[config.mk]
export PLATFORM = sky130hd
export DESIGN_NAME = s_mem_check
export DESIGN_NICKNAME = d
export VERILOG_FILES = /design/src/rtl/s_mem_check.sv
export SDC_FILE = /design/constraint.sdc
export NUM_CORES = 1
export LEC_CHECK = 0
export CORE_MARGIN = 2
export CORE_UTILIZATION = 60
export DETAILED_ROUTE_END_ITERATION = 10
export HOLD_SLACK_MARGIN = 0.02
export PLACE_DENSITY = 0.81
export REMOVE_ABC_BUFFERS = 1
export SYNTH_ARGS = -nofsm -noshare
export SYNTH_HDL_FRONTEND = slang
export SYNTH_SLANG_ARGS = --single-unit
[constraint.sdc]
create_clock -name clk -period 4.5 [get_ports clk]
set_clock_uncertainty 0.2 [all_clocks]
set_input_delay 1.35 -clock clk [delete_from_list [all_inputs] [get_ports clk]]
set_output_delay 1.35 -clock clk [all_outputs]
set_load 0.005 [all_outputs]
[src/rtl/s_mem_check.sv]
// Read-back checker for the 256x8 S memory: sweeps all addresses and checks
// either the identity fill (S[i]==i) or that the contents form a permutation.
module s_mem_check #(
  parameter int unsigned MEM_LATENCY = 1
) (
  input  logic       clk,
  input  logic       rst_n,
  input  logic       en,
  input  logic       mode,
  output logic       rdy,
  output logic [7:0] addr,
  output logic       rden,
  input  logic [7:0] rddata,
  output logic       pass,
  output logic [7:0] err_addr,
  output logic [7:0] err_data
);

  typedef enum logic [1:0] {StIdle, StRead, StDrain, StDone} state_e;

  state_e           state_q, state_d;
  logic [7:0]       addr_q, addr_d;
  logic             rden_q, rden_d;
  logic             mode_q, mode_d;
  logic [255:0]     seen_q, seen_d;
  logic             err_q, err_d;
  logic             pass_q, pass_d;
  logic [7:0]       err_addr_q, err_addr_d;
  logic [7:0]       err_data_q, err_data_d;
  logic [MEM_LATENCY-1:0] vld_q, vld_d;
  logic [7:0]       idx_q [MEM_LATENCY];
  logic [7:0]       idx_d [MEM_LATENCY];

  logic       start;
  logic       cmp_vld;
  logic [7:0] cmp_idx;
  logic       cmp_err;

  assign rdy      = (state_q == StIdle) || (state_q == StDone);
  assign start    = en && rdy;
  assign addr     = addr_q;
  assign rden     = rden_q;
  assign pass     = pass_q;
  assign err_addr = err_addr_q;
  assign err_data = err_data_q;

  // Oldest stage of the in-flight tracker lines up with rddata.
  assign cmp_vld = vld_q[MEM_LATENCY-1];
  assign cmp_idx = idx_q[MEM_LATENCY-1];
  assign cmp_err = cmp_vld && (mode_q ? seen_q[rddata] : (rddata != cmp_idx));

  always_comb begin
    state_d    = state_q;
    addr_d     = addr_q;
    rden_d     = rden_q;
    mode_d     = mode_q;
    seen_d     = seen_q;
    err_d      = err_q;
    pass_d     = pass_q;
    err_addr_d = err_addr_q;
    err_data_d = err_data_q;

    vld_d[0] = rden_q;
    idx_d[0] = addr_q;
    for (int i = 1; i < MEM_LATENCY; i++) begin
      vld_d[i] = vld_q[i-1];
      idx_d[i] = idx_q[i-1];
    end

    unique case (state_q)
      StRead: begin
        addr_d = addr_q + 8'd1;
        if (addr_q == 8'd255) begin
          rden_d  = 1'b0;
          state_d = StDrain;
        end
      end
      StDone:  state_d = StIdle;
      default: ;
    endcase

    if (cmp_vld) begin
      if (mode_q) seen_d[rddata] = 1'b1;
      if (cmp_err && !err_q) begin
        err_d      = 1'b1;
        err_addr_d = cmp_idx;
        err_data_d = rddata;
      end
      if (cmp_idx == 8'd255) begin
        state_d = StDone;
        pass_d  = !(err_q || cmp_err);
      end
    end

    if (start) begin
      state_d    = StRead;
      addr_d     = 8'd0;
      rden_d     = 1'b1;
      mode_d     = mode;
      seen_d     = '0;
      err_d      = 1'b0;
      pass_d     = 1'b0;
      err_addr_d = 8'd0;
      err_data_d = 8'd0;
    end
  end

  always_ff @(posedge clk) begin
    if (!rst_n) begin
      state_q    <= StIdle;
      addr_q     <= 8'd0;
      rden_q     <= 1'b0;
      mode_q     <= 1'b0;
      seen_q     <= '0;
      err_q      <= 1'b0;
      pass_q     <= 1'b0;
      err_addr_q <= 8'd0;
      err_data_q <= 8'd0;
      vld_q      <= '0;
      for (int i = 0; i < MEM_LATENCY; i++) idx_q[i] <= 8'd0;
    end else begin
      state_q    <= state_d;
      addr_q     <= addr_d;
      rden_q     <= rden_d;
      mode_q     <= mode_d;
      seen_q     <= seen_d;
      err_q      <= err_d;
      pass_q     <= pass_d;
      err_addr_q <= err_addr_d;
      err_data_q <= err_data_d;
      vld_q      <= vld_d;
      for (int i = 0; i < MEM_LATENCY; i++) idx_q[i] <= idx_d[i];
    end
  end

endmodule

After elaboration in Yosys (flattened, before gate mapping)
Memories as Yosys holds them, arrays and structs flattened.
Cells that the tools add are included.
W data, S select, Z words.
{"block": "word_totals", "regBits": 287, "ram_bits": 8, "inputBits": 12, "out_inout_bits": 27, "word_cells": 56, "n_memories": 1}
{"block": "op_classes", "addsub": 1, "order_cmp": 2, "n_eq_ne": 5, "mux": 17, "bitwise_logic": 2, "n_reduce_logical": 17}
{"name": "idx_q", "depth": 1, "width": 8, "read_ports": 1, "rd_clocked_by_memory_dff": 0, "wr": 1, "line_no": "31", "rtl": "logic [7:0] idx_q [MEM_LATENCY];"}
{"operator": "$or A256 B256 Y256", "count": 1}
{"operator": "$eq A8 B8 Y1 const B", "count": 2}
{"operator": "$mux W1", "count": 10}
{"operator": "$lt A8 B9 Y1 const B", "count": 1}
{"operator": "$add A8 B1 Y8 const B", "count": 1}
{"operator": "$bmux W1 S8", "count": 1}
{"operator": "$demux W1 S8", "count": 1}
{"operator": "$ge A8 B1 Y1 const B", "count": 1}
{"operator": "$mux W8", "count": 1}
{"operator": "$ne A8 B8 Y1", "count": 1}
{"operator": "$reduce_and A2 Y1", "count": 4}
{"operator": "$reduce_or A8 Y1", "count": 1}
{"operator": "$mux W2", "count": 3}
{"operator": "$logic_and A1 B1 Y1", "count": 4}
{"operator": "$pmux W2 S2", "count": 1}
{"operator": "$reduce_bool A2 Y1", "count": 2}
{"operator": "$eq A2 B1 Y1 const B", "count": 1}
{"operator": "$eq A2 B2 Y1 const B", "count": 1}
{"operator": "$logic_not A1 Y1", "count": 2}
{"operator": "$logic_not A2 Y1", "count": 1}
{"operator": "$logic_or A1 B1 Y1", "count": 2}
{"operator": "$reduce_or A2 Y1", "count": 1}
{"operator": "$not A1 Y1", "count": 1}

Longest topological paths before layout
{"block": "logic_depth", "depth_word": 6, "depth_mapped": 13, "mapped_depth_nobuf": 8}

Least setup slack after synthesis
No wires, ideal clock.
{"block": "synth_timing", "path_kind": "input to register", "startpoint": "input rddata[3]", "endpoint": "register err_data_q[5], in the netlist err_data[5]", "setup_ns": 0.072, "arrival_ns": 3.553, "required_ns": 4.228, "setup_slack_ns": 0.675, "stages": 11, "path_buffers": 4, "cell_sequence": "buf_2 > and2_1 > buf_2 > buf_2 > a21oi_1 > nand3_1 > a31o_2 > a41o_1 > a311oi_4 > buf_6 > mux2i_1"}
{"block": "synth_between", "elab_chain_len": 6, "word_cells_on_any_way": 7, "cone_classes": "eq/ne (1); mux (3); reduce/logical (3)"}
{"item": "start: declaration", "line_no": "13", "rtl": "input logic [7:0] rddata,"}
{"item": "$bmux W1 S8", "line_no": "50", "rtl": "assign cmp_err = cmp_vld && (mode_q ? seen_q[rddata] : (rddata != cmp_idx));"}
{"item": "$mux W1 (implied by the code)", "line_no": "50"}
{"item": "$mux W1 *", "line_no": "50"}
{"item": "$logic_and A1 B1 Y1 *", "line_no": "50"}
{"item": "$logic_and A1 B1 Y1 *", "line_no": "84", "rtl": "if (cmp_err && !err_q) begin"}
{"item": "$reduce_and A2 Y1 (no source line) *"}
{"item": "end signal: assignment", "line_no": "130", "rtl": "err_data_q <= err_data_d;"}
{"item": "end: declaration", "line_no": "29", "rtl": "logic [7:0] err_data_q, err_data_d;"}
Mark *: on every way between the ends. The rest lies on a longest branch, timed or not. The select of a mux whose other input is x is not followed.
A chain may end at the register's enable or synchronous reset.

Worst setup path in the final report
{"block": "layout_timing", "startpoint": "input rddata[3]", "endpoint": "register err_data_q[2], in the netlist err_data[2]"}
Same word-level chain as after synthesis.

==> metrics.txt <==
status finished, final reports clean; Max Freq 254.1 MHz; Rel. slew slack 22.90%; Longest Clk Path Bufs 3; syn avg cell area between 9 and 10 sq um; Adder-Cell Fraction of Synth Area 0.3164%; metal3 WL 2.693 mm; Synth Flop Type dfxtp_1; Synth top area share 49.78%; Initial DRT Pass Iterations 6; residual DRC count 0; dpl ws around 0.10 ns; Yosys cell types 44; die area 20910 sq um; antenna violations before repair 0; Post-Route M1 WL about 13 mm; leak pwr 5.083 nW; Worst Setup Slack, final 0.5650 ns; buffers added on ports 38; Synth top cells by count nor2_1, dfxtp_1, a21oi_1; cts hold-fix bufs 0; Die Y-Extent roughly 140 microns; post-synthesis register bit count 295; Routed Antenna Nets 0; CTS buffer count 28; vias in the first global route 9368; Fin. Hold Viols 0; via count 9989; Fin Hold WS about 0.26 ns; compound-gate portion of the synthesized area 15.03%; VDD IR max 0.0003314 V; TNS Setup 0 ns; post-CTS resize count 0; EDFF count, synth 0; synthesized area 11860 sq um; Mapped Cells 1297; main combinational cell family by area after synthesis compound AO/OA/AOI/OAI gates; # H-tree levels 1; fillcell total 1452; Max FO, Critical Path 16; sequential share of the synthesized area 49.78%; Least-Margin Pin Slew 1.152 ns; post-synth top area cell dfxtp_1; Clock Latency Late Sink approximately 0.54 ns; Max Cap Violations 0; Synth Area in XOR/XNOR under 10%; Area contributors post-synth dfxtp_1, a21oi_1, nor2_1; ys async rst share 0%; power density cells ~390 nW/um^2; CTS clk-pin slew, worst paths ~0.060 ns; row count 51; fraction of layout cells with a size suffix above 1 10.32%; Final Wtd Congestion between 0.9 and 1; first-pass GRT wire length 50.00 mm; DP HPWL 20.72 mm; wire length on met2 15.11 mm; clk sinks 295; unrepaired setup endpoints after global routing no; Core ar. slightly below 20000 sq um; FF-to-FF setup slack roughly 1.9 ns; final WL 32.13 mm; die width 144.6 microns; final worst path period share between 80% and 90%; First DRT Iteration DRCs 998; most common cell in the netlist nor2_1; critical path type in2reg; Req. time, crit path 4.76 ns; startpoint types primary input; largest net degree at the start of global routing 59; critical path capture point type flop; Root Buffer clkbuf_16; Final Util 69.96%; Initial Util 60.95%; CP Data Arrival Time 4.20 ns; I/O pins 39; Slew Limit Fails 0; Vias per Instance between 6 and 7; multiplexer share of the synthesized area around 14%; Setup Buffers After CTS 0; Synth Area in Simple Gates 14.59%; Synthesis Warnings 0; final worst path period need 3.935 ns; HP Class reg2reg; CTS tree built; final setup vio count 0; grt total ovfl 0; drt wl/cell between 15 and 20 microns; nets 1350; GRT Total Usage 30.70%; area grow syn2layout 14.79%; # diodes 0; top sig layer met4
power breakdown:
group	leakage, nW	switching, W	total, W	internal (W)
Combinational	2.25	0.000200	0.000316	0.000116
Sequential	2.38	0.00000773	0.00263	0.00262
Clock	0.457	0.000965	0.00236	0.00140
Total	5.08	0.00117	0.00530	0.00413
sequential cells by signal, indices dropped and copies added, names as in the netlist, 2 cells and up:
signal,flops
err_data,8
addr,8
state_q,2
seen_q,256
idx_q,8
err_addr,8
worst paths after layout:
kind	startpoint	end	cells past startpoint
worst min-delay path	err_data[1]	err_data[1]	2
worst max register to register	seen_q[173]	err_data[7]	7
worst min register to register	err_data[1]	err_data[1]	2
worst max-delay path	rddata[3]	err_data[2]	11
final cells by class:
| type | count | area [sq um] | share of cell area (%) |
|---|---|---|---|
| flip-flops and latches | 295 | 5906 | 43.37 |
| clock buffers | 46 | 849.6 | 6.239 |
| well taps | 265 | 331.6 | 2.435 |
| multi-input cells | 893 | 5393 | 39.60 |
| repair buffers | 109 | 1027 | 7.544 |
| clock inverters | 6 | 80.08 | 0.5881 |
| inverters | 8 | 30.03 | 0.2205 |
critical path, cell delays in order:
cell and delay [ns]:
clkdlybuf4s50_1 0.59, and2_1 0.40, buf_4 0.23, a22oi_1 0.20, nand2_1 0.08, o22ai_1 0.14, o21ai_0 0.09, a41o_1 0.33
a311oi_4 0.36, buf_12 0.21, mux2i_1 0.21
metrics by stage:
stage | instances | area [sq um] | power (W)
CTS | 1622 | 13620 | 0.005312
floorplan | 1196 | 11300 | 0.002828
global placement | 1570 | 12690 | 0.002989
detailed placement | 1570 | 12690 | 0.002991
finish | 1622 | 13620 | 0.005303
global route | 1622 | 13620 | 0.005434
per-layer routing:
metal	global-route usage, %	vias up
met5	0	-
met4	12.31	0
met3	4.669	113
met2	50.16	524
met1	41.08	4789
li1	-	4563
logic make-up after synthesis:
kind of cell,count (synthesis)
mux,129
simple gates,423
compound gates,323
fa+ha+maj,3
flops,295
xor+xnor,15
buf+inv,109
layout by cell type (no fill, tap or decap), types with 7 or more instances in the layout:
master | synthesis | final
nor3_1 | 11 | 7
nand4_1 | 11 | 11
clkbuf_16 | 0 | 29
xor2_1 | 9 | 9
mux4_1 | 13 | 13
mux4_2 | 14 | 14
mux2i_1 | 101 | 101
nand3_1 | 15 | 15
dfxtp_1 | 295 | 295
a21oi_1 | 262 | 261
and2_1 | 11 | 11
buf_4 | 2 | 62
a22oi_1 | 25 | 25
buf_12 | 8 | 9
nor2_1 | 298 | 298
inv_1 | 7 | 7
clkdlybuf4s50_1 | 0 | 37
nand2_1 | 61 | 60
a31oi_1 | 10 | 10
clkbuf_1 | 73 | 11
Power figures use the tool's default switching activity.
